<file path="src/rtl/stream_selftest_top.sv">
// stream_selftest_top
// Self-contained data-integrity exerciser. An internal producer pushes an
// incrementing word sequence into a synchronous FIFO while a throttled
// consumer drains it and checks that the words arrive in order.
//
// Ports:
//   clk_a      - sole clock, all state updates on the rising edge
//   rst        - synchronous active-high reset
//   fifo_level - current FIFO occupancy (0 .. 2**AW)
//   fifo_full  - occupancy equals 2**AW
//   fifo_empty - occupancy equals 0
//   rd_valid   - rd_data carries a freshly read word this cycle
//   rd_data    - word most recently read from the FIFO
//   tx_count   - words written by the producer (wrapping)
//   rx_count   - words seen by the checker (wrapping)
//   err_count  - sequence mismatches seen by the checker (saturating)
//   pass       - no errors so far and at least one word received
module stream_selftest_top #(
  parameter int DW        = 8,
  parameter int AW        = 4,
  parameter int RD_PERIOD = 3,
  parameter int CW        = 16
) (
  input  logic          clk_a,
  input  logic          rst,
  output logic [AW:0]   fifo_level,
  output logic          fifo_full,
  output logic          fifo_empty,
  output logic          rd_valid,
  output logic [DW-1:0] rd_data,
  output logic [CW-1:0] tx_count,
  output logic [CW-1:0] rx_count,
  output logic [CW-1:0] err_count,
  output logic          pass
);

  localparam int DEPTH = 2 ** AW;
  localparam int PW    = (RD_PERIOD > 2) ? $clog2(RD_PERIOD) : 1;

  logic [AW:0]   wr_ptr;
  logic [AW:0]   rd_ptr;
  logic [DW-1:0] mem [DEPTH];
  logic [DW-1:0] wr_word;
  logic [DW-1:0] expected;
  logic [PW-1:0] phase;
  logic          wr_en;
  logic          rd_en;

  // Pointers carry one extra wrap bit, so the plain difference is the
  // occupancy even after either pointer has wrapped around.
  assign fifo_level = wr_ptr - rd_ptr;
  assign fifo_full  = (fifo_level == (AW + 1)'(DEPTH));
  assign fifo_empty = (fifo_level == '0);

  // Producer writes whenever there is room; consumer only gets a chance
  // once every RD_PERIOD cycles, and an empty FIFO forfeits that chance.
  assign wr_en = !rst && !fifo_full;
  assign rd_en = !rst && (phase == PW'(RD_PERIOD - 1)) && !fifo_empty;

  assign pass = (err_count == '0) && (rx_count != '0);

  // Storage array has no reset; its contents are only ever observed through
  // the pointers, which do reset.
  always_ff @(posedge clk_a) begin
    if (wr_en) begin
      mem[wr_ptr[AW-1:0]] <= wr_word;
    end
  end

  // Pointer, producer, consumer and checker state. The checker looks at the
  // registered read word one cycle after the read, so rx_count lags the
  // read pointer by rd_valid.
  always_ff @(posedge clk_a) begin
    if (rst) begin
      wr_ptr    <= '0;
      rd_ptr    <= '0;
      wr_word   <= '0;
      expected  <= '0;
      phase     <= '0;
      rd_valid  <= 1'b0;
      rd_data   <= '0;
      tx_count  <= '0;
      rx_count  <= '0;
      err_count <= '0;
    end else begin
      if (phase == PW'(RD_PERIOD - 1)) begin
        phase <= '0;
      end else begin
        phase <= phase + 1'b1;
      end

      if (wr_en) begin
        wr_ptr   <= wr_ptr + 1'b1;
        wr_word  <= wr_word + 1'b1;
        tx_count <= tx_count + 1'b1;
      end

      rd_valid <= rd_en;
      if (rd_en) begin
        rd_ptr  <= rd_ptr + 1'b1;
        rd_data <= mem[rd_ptr[AW-1:0]];
      end

      if (rd_valid) begin
        rx_count <= rx_count + 1'b1;
        expected <= expected + 1'b1;
        if ((rd_data != expected) && (err_count != '1)) begin
          err_count <= err_count + 1'b1;
        end
      end
    end
  end

endmodule

</file>
<file path="config.mk">
export PLATFORM = sky130hd
export DESIGN_NAME = stream_selftest_top
export DESIGN_NICKNAME = d
export VERILOG_FILES = /design/src/rtl/stream_selftest_top.sv
export SDC_FILE = /design/constraint.sdc
export NUM_CORES = 1
export LEC_CHECK = 0
export ABC_AREA = 1
export BUFFER_PORTS_ARGS = -buffer_cell sky130_fd_sc_hd__buf_2
export CORE_AREA = 2 2 127 129
export CTS_CLUSTER_DIAMETER = 100
export CTS_CLUSTER_SIZE = 30
export DETAILED_ROUTE_END_ITERATION = 8
export DIE_AREA = 0 0 129 131
export GPL_ROUTABILITY_DRIVEN = 0
export GPL_TIMING_DRIVEN = 0
export PLACE_DENSITY = 0.86
export RECOVER_POWER = 50
export SLEW_MARGIN = 10
export SYNTH_ARGS = -nofsm -noshare
export SYNTH_HDL_FRONTEND = slang
export SYNTH_SLANG_ARGS = --single-unit
</file>
<file path="constraint.sdc">
create_clock -name clk_a -period 7.4 [get_ports clk_a]
set_input_delay 1.48 -clock clk_a [delete_from_list [all_inputs] [get_ports clk_a]]
set_output_delay 1.48 -clock clk_a [all_outputs]
set_load 0.05 [all_outputs]
</file>
**After elaboration in Yosys (flattened, before gate mapping)**

Memories as Yosys holds them, arrays and structs flattened. A register that Yosys moved wholly into a read port is not among the register bits.
Index checks and enable logic that the tools add are counted.

- Input bits: 2
- Word-level logic and storage cells: 38
- Bits in registers: 77
- Memory bits (writable): 128
- Output and inout port bits: 65
- Memories kept: 1

- Reductions and logical operators: 13
- Equality and inequality tests: 4
- Add/sub/neg operators: 9
- Mux-type cells: 2

Memory list:

| name | depth | bits a word | rd ports | clocked after Yosys merged registers in | wr ports | RTL line | source |
|---|---|---|---|---|---|---|---|
| mem | 16 | 8 | 1 | 1 | 1 | 42 | `logic [DW-1:0] mem [DEPTH];` |

Operators with widths:

| kind | count |
|---|---|
| adder 16 x 1 -> 16 bit (second input constant) | 3 |
| adder 8 x 1 -> 8 bit (second input constant) | 2 |
| zero test 16 bit | 1 |
| != test 16 bit (second input constant) | 1 |
| nonzero test 16 bit | 1 |
| adder 5 x 1 -> 5 bit (second input constant) | 2 |
| != test 8 bit | 1 |
| == test 5 bit (second input constant) | 1 |
| logical AND 1 bit | 5 |
| zero test 5 bit | 1 |
| subtractor 5 bit | 1 |
| zero test 1 bit | 3 |
| adder 2 x 1 -> 2 bit (second input constant) | 1 |
| == test 2 bit (second input constant) | 1 |
| two-way mux 1 bit | 2 |
| AND reduction 2 bit | 1 |
| OR reduction 2 bit | 1 |

**Longest topological paths before layout**

Gate-level depths: netlist of the first run.

- Depth after elaboration: 6
- Gate-level depth with buffers: 14
- Gate-level depth less buffers: 13

**Least setup slack after synthesis of the first run**

No wires, ideal clock.

- Path kind: flip-flop to output port
- Start point: register rd_ptr[1]
- End point: output port fifo_full
- Data required time: 5.920 ns
- Cell stages (with the launch flop): 9
- Arrival: 2.876 ns
- Setup slack: 3.044 ns
- Path buffers: 2
- Cell sequence: dfxtp_1 > buf_2 > clkinv_1 > buf_2 > fa_1 > or2_0 > nor2_2 > nand2_1 > nor2_1

- Cells in the longest elaborated chain, start to end: 2

RTL lines:

| what | RTL line | source |
|---|---|---|
| from (decl) | 41 | `logic [AW:0] rd_ptr;` |
| from (signal assigned) | 100 | `rd_ptr <= rd_ptr + 1'b1;` |
| subtractor 5 bit | 51 | `assign fifo_level = wr_ptr - rd_ptr;` |
| named net fifo_level[1] | 26 | `output logic [AW:0] fifo_level,` |
| == test 5 bit | 52 | `assign fifo_full = (fifo_level == (AW + 1)'(DEPTH));` |
| to (decl) | 27 | `output logic fifo_full,` |

The timed path passes the listed nets, and every way through them passes these cells.

**Final worst setup path of the first run**

- Start point: register rd_ptr[1]
- End point: output port fifo_full

- Cells in the longest elaborated chain, start to end: 2

RTL lines:

| what | RTL line |
|---|---|
| subtractor 5 bit | 51 |
| == test 5 bit | 52 |

Every way passes these cells.

==> results of run 1 <==
## power groups by stage
stage                     sequential, mW  clock [mW]  combinational, mW
after floorplan                     1.39           0              0.258
after global placement              1.37           0              0.385
after detailed placement            1.38           0              0.396
after CTS                           1.35       0.663              0.398
after global routing                1.36       0.700              0.436
final                               1.35       0.659              0.399
## routing by layer
metal  up-vias  GRT usage, %  share of wire (%)
li1       3990             -                  -
met1      3827          37.6                 40
met2       401          49.3                 48
met3        40          2.85                8.7
met4         0          8.89                2.4
met5         -             0                  0
## per-stage QoR
step	hold WS, ns	area (um^2)	power, mW
after CTS	0.439	10800	2.41
final	0.436	10800	2.41
after detailed placement	0.423	10500	1.77
after global placement	0.409	10500	1.76
after floorplan	0.401	9910	1.65
after global routing	0.450	10800	2.49
## state kept, by name (all words and copies together), names as in the netlist
register   count
err_count     16
expected       8
mem          128
phase          2
rd_data        8
rd_ptr         5
rd_valid       1
rx_count      16
tx_count      16
wr_ptr         5
wr_word        8
## cells in the final DEF (no fill, tap or decap), drive strengths merged
master / instances
nand2: 288
nor2: 225
edfxtp: 128
nand3: 96
dfxtp: 85
inv: 81
o21ai: 75
clkbuf: 67
buf: 60
a21oi: 53
nor3: 20
ha: 17
nand4: 12
xor2: 10
xnor2: 10
nor4: 6
clkinv: 4
nand3b: 3
and2: 3
a211oi: 2
or2: 1
nor3b: 1
o21a: 1
a31oi: 1
fa: 1
## logic make-up (layout without fill, tap and decap cells)
family / count (synthesis) / in the layout / synth area share (%)
AO/OA/AOI/OAI: 132 / 132 / 6.87
XOR/XNOR: 20 / 20 / 1.77
adder cells (fa/ha/maj): 18 / 18 / 2.35
buffers and inverters: 129 / 212 / 5.53
flip-flops: 213 / 213 / 56.0
AND/OR/NAND/NOR: 655 / 655 / 27.5
## cell type report
class | instances | area, um^2 | share of cell area (%)
sequential | 213 | 5550 | 51.4
multi-input combinational | 825 | 3820 | 35.4
inverter | 84 | 315 | 2.92
clock buffer | 16 | 294 | 2.72
timing repair buffer | 66 | 288 | 2.67
tap | 216 | 270 | 2.50
buffer | 45 | 233 | 2.16
clock inverter | 1 | 30.0 | 0.278
## path summary, 6_finish.rpt
check | to | cells past startpoint | slack, ns
hold reg to reg | phase[0] | 1 | 0.44
setup / recovery | fifo_full | 9 | 2.34
setup reg to reg | mem[7][6] | 10 | 3.45
hold / removal | phase[0] | 1 | 0.44
==> flow_summary.json, run 1 <==
{
  "cp_slowest_cell": "fa_1",
  "async_flop_share_pct": 0,
  "dr.first_iter.drc_count": 873,
  "final_hold_viol_count": 0,
  "ys_seq_area_share_pct": 56.0,
  "synth-main-ff-cell": "edfxtp_1",
  "synth_area_leaders": "edfxtp_1 (39%), dfxtp_1 (17%), nand2_1 (11%)",
  "end_kind": "output pin",
  "final_cells": 1466,
  "fin_ws_ns": 2.34,
  "synth.most_common_cell": "nand2_1",
  "syn_nets": 1187,
  "status": "complete, no violations",
  "start_kind": "flip-flop",
  "cp.required_ns": 5.92,
  "dp.cells": 1449,
  "ant_nets": 0,
  "routedWlPerCell_um": 16.2,
  "clk_path_buf_depth": 3,
  "viasPerCell": 5.63,
  "start_util_pct": 63.5,
  "overflow": 0,
  "setup_tns_ns": 0,
  "critPathMaxFanout": 11,
  "pwr_density_cell_nw_per_um2": 223,
  "clock_power_share_pct": 27.4,
  "slew_headroom_pct": 12.9,
  "grt_pass1_wl_um": 37400,
  "synth_top_area_cell": "edfxtp_1",
  "crit_top_cell": "buf_2",
  "worst_pin_slew_ns": 1.30,
  "num_antenna_cells": 0,
  "cap_violations": 0,
  "die_y_um": 131,
  "startpoint": "rd_ptr[1]",
  "pin_count": 67,
  "area_delta_synth_final_pct": 8.95,
  "p_sw_share_pct": 29.8,
  "power_frac_seq_pct": 56.1,
  "finalWirelength_um": 23800,
  "setup_viol": 0,
  "cts_hold_buf": 0,
  "grt_pass1_vias": 7542,
  "intPower_mw": 1.69,
  "power_frac_comb_pct": 16.5,
  "cts_resized": 0,
  "period_needed_ns": 5.06,
  "vias": 8258,
  "cts.root.buffer_cell": "clkbuf_16",
  "synth_cells": 1167,
  "synth_common_cells": "nand2_1 (286), nor2_1 (220), edfxtp_1 (128)",
  "firstDrtPassIters": 5,
  "htreeDepth": 1,
  "rsz0062_at_grt": "false",
  "drv_slew": 0,
  "grt_max_degree": 32,
  "cp_slowest_stage_delay_ns": 0.55,
  "cts.clk_slew.worst_paths_ns": 0.12,
  "finalCritPeriodShare_pct": 68.3,
  "vdd_drop_max_v": 0.000151,
  "p_leak_nw": 4.23,
  "dieArea_um2": 16900,
  "ys_ff_latch": 213,
  "crit_type": "flip-flop to output pin",
  "fin_nets": 1266,
  "min_path_type": "flip-flop to flip-flop",
  "synth-edff-count": 128,
  "die_x_um": 129,
  "fin_skew_ns": 0.0415,
  "syn_avg_cell_area_um2": 8.49,
  "dpl.hpwl_um": 16400,
  "grtUsageTotal_pct": 28.3,
  "drive_above_1_share_pct": 6.80,
  "synth_top_area_share_pct": 38.8,
  "reg2reg_from": "rd_ptr[1]",
  "arrival_ns": 3.58,
  "postCtsSetupBuffers": 0,
  "antenna_found_initial": 0,
  "final_util_pct": 69.2,
  "port_buffers": 66,
  "syn-cell-area_um2": 9910,
  "clock_latency_ns": 0.47,
  "place_worst_setup_slack_ns": 2.92,
  "core_area_um2": 15600,
  "cts_buffers": 11,
  "rows": 46,
  "fillers": 1204,
  "hp-start": "phase[0]",
  "fmax_ghz": 0.198,
  "path_cells": "buf_2 -> clkinv_1 -> buf_2 -> fa_1 -> or2_0 -> nor2_2 -> nand2_1 -> nor2_1 -> buf_2",
  "power.switching_mw": 0.717,
  "path_buf_inv": 4,
  "drc": 0,
  "cts_tree": "built",
  "synth.distinct_cells": 38,
  "critical-path-top-delay-family": "buffers and inverters",
  "yosys_warnings": 0,
  "cts.sinks": 213
}
Power figures use the tool's default switching activity.
==> inputs of run 2 (changes only) <==
--- a/config.mk
+++ b/config.mk
@@ -7,14 +7,14 @@
 export LEC_CHECK = 0
 export ABC_AREA = 1
 export BUFFER_PORTS_ARGS = -buffer_cell sky130_fd_sc_hd__buf_2
-export CORE_AREA = 2 2 127 129
+export CORE_AREA = 2 2 131 133
 export CTS_CLUSTER_DIAMETER = 100
 export CTS_CLUSTER_SIZE = 30
 export DETAILED_ROUTE_END_ITERATION = 8
-export DIE_AREA = 0 0 129 131
+export DIE_AREA = 0 0 133 135
 export GPL_ROUTABILITY_DRIVEN = 0
 export GPL_TIMING_DRIVEN = 0
-export PLACE_DENSITY = 0.86
+export PLACE_DENSITY = 0.81
 export RECOVER_POWER = 50
 export SLEW_MARGIN = 10
 export SYNTH_ARGS = -nofsm -noshare
==> constraint.sdc (replaced) <==
create_clock -name clk_a -period 4.9 [get_ports clk_a]
set_input_delay 0.98 -clock clk_a [delete_from_list [all_inputs] [get_ports clk_a]]
set_output_delay 0.98 -clock clk_a [all_outputs]
set_load 0.05 [all_outputs]
==> flow_summary.json, run 2 (synthesized netlist as in run 1, its figures left out) <==
{
  "rows": 47,
  "pin_count": 67,
  "drive_above_1_share_pct": 6.24,
  "path_cells": "buf_2 -> clkinv_1 -> buf_2 -> fa_1 -> or2_0 -> nor2_2 -> nand2_1 -> nor2_1 -> buf_2",
  "drc": 0,
  "area_delta_synth_final_pct": 8.54,
  "arrival_ns": 3.54,
  "fmax_ghz": 0.221,
  "route.met2.wl_um": 11100,
  "grtUsageTotal_pct": 26.2,
  "cp_slowest_cell": "fa_1",
  "firstDrtPassIters": 5,
  "fin_nets": 1266,
  "grt_pass1_vias": 7411,
  "postCtsSetupBuffers": 0,
  "die_x_um": 133,
  "port_buffers": 66,
  "highest_layer": "met4",
  "dieArea_um2": 18000,
  "rsz0062_at_grt": "false",
  "dpl_cell_area_um2": 10500,
  "pwr_density_cell_nw_per_um2": 338,
  "cts_tree": "built",
  "cts_hold_buf": 0,
  "viasPerCell": 5.52,
  "overflow": 0,
  "cts.clk_slew.worst_paths_ns": 0.12,
  "start_util_pct": 60.4,
  "p_leak_nw": 4.20,
  "final_hold_viol_count": 0,
  "slew_headroom_pct": 17.0,
  "finalWirelength_um": 23600,
  "cts.sinks": 213,
  "drv_slew": 0,
  "period_needed_ns": 4.52,
  "cts.root.buffer_cell": "clkbuf_16",
  "core_area_um2": 16400,
  "cp_slowest_stage_delay_ns": 0.56,
  "finalCritPeriodShare_pct": 92.3,
  "critPathMaxFanout": 11,
  "status": "complete, no violations",
  "cts_buffers": 11,
  "setup_tns_ns": 0,
  "cts_resized": 0,
  "vdd_drop_max_v": 0.000221,
  "die_y_um": 135,
  "ant_nets": 0,
  "start_kind": "flip-flop",
  "largest_reg_flops": 128,
  "cp.required_ns": 3.92,
  "min_path_type": "flip-flop to flip-flop",
  "end_kind": "output pin",
  "crit_top_cell": "buf_2",
  "htreeDepth": 1,
  "dpl.hpwl_um": 16400,
  "fin_skew_ns": 0.0207,
  "total_power_mw": 3.64,
  "finalInstanceArea_um2": 10800,
  "crit_type": "flip-flop to output pin",
  "vias": 8119,
  "cap_violations": 0,
  "dr.first_iter.drc_count": 772,
  "wl_met3_um": 2000,
  "num_antenna_cells": 0,
  "routedWlPerCell_um": 16.1,
  "clock_latency_ns": 0.47,
  "final_common_cell": "nand2_1",
  "worst_pin_slew_ns": 1.24,
  "clk_path_buf_depth": 3,
  "antenna_found_initial": 0,
  "wl_met1_um": 9960,
  "grt_pass1_wl_um": 37300,
  "setup_viol": 0,
  "layout_common_cells": "nand2_1 (287), nor2_1 (223), edfxtp_1 (128)",
  "grt_max_degree": 32
}
run 2: worst paths after layout:
check	startpoint	end	slack, ns	cells after the start
setup / recovery	rd_ptr[1]	fifo_full	0.38	9
setup reg to reg	rd_ptr[1]	mem[7][5]	1.00	10
hold / removal	phase[0]	phase[0]	0.44	1
hold reg to reg	phase[0]	phase[0]	0.44	1
run 2: metal layers:
| layer | vias up | track usage, % |
|---|---|---|
| met5 | - | 0 |
| met4 | 0 | 7.53 |
| met3 | 54 | 3.75 |
| met2 | 332 | 43.3 |
| met1 | 3739 | 36.4 |
| li1 | 3994 | - |
run 2: per-stage QoR:
step | setup WS, ns | hold slack (ns) | utilization [%] | instances
after CTS | 0.420 | 0.438 | 66.0 | 1470
after global placement | 0.955 | 0.410 | 64.1 | 1453
after global routing | 0.267 | 0.465 | 65.5 | 1470
after floorplan | 1.04 | 0.401 | - | 1167
after detailed placement | 0.959 | 0.422 | 64.1 | 1453
final | 0.377 | 0.441 | 65.5 | 1470
run 2: final cells by class:
class | instances | area [um^2]
Buffer | 45 | 219
Clock buffer | 15 | 290
Clock inverter | 2 | 31.3
Fill cell | 1341 | 5650
Inverter | 84 | 315
Multi-Input combinational cell | 825 | 3790
Sequential cell | 213 | 5550
Tap cell | 220 | 275
Timing Repair Buffer | 66 | 288
run 2: critical path: cells and delay by family, from the launching register on:
| kind | cells | cell delay (ns) |
|---|---|---|
| adders and majority gates | 1 | 0.56 |
| buffers and inverters | 4 | 1.08 |
| and+or+nand+nor | 4 | 1.06 |
| DFF | 1 | 0.35 |
run 2: power by group:
part | leakage, nW | internal, mW | switching (mW)
logic | 2.12 | 0.149 | 0.444
clock network | 0.156 | 0.438 | 0.568
registers | 1.93 | 1.97 | 0.0711
total | 4.20 | 2.55 | 1.08
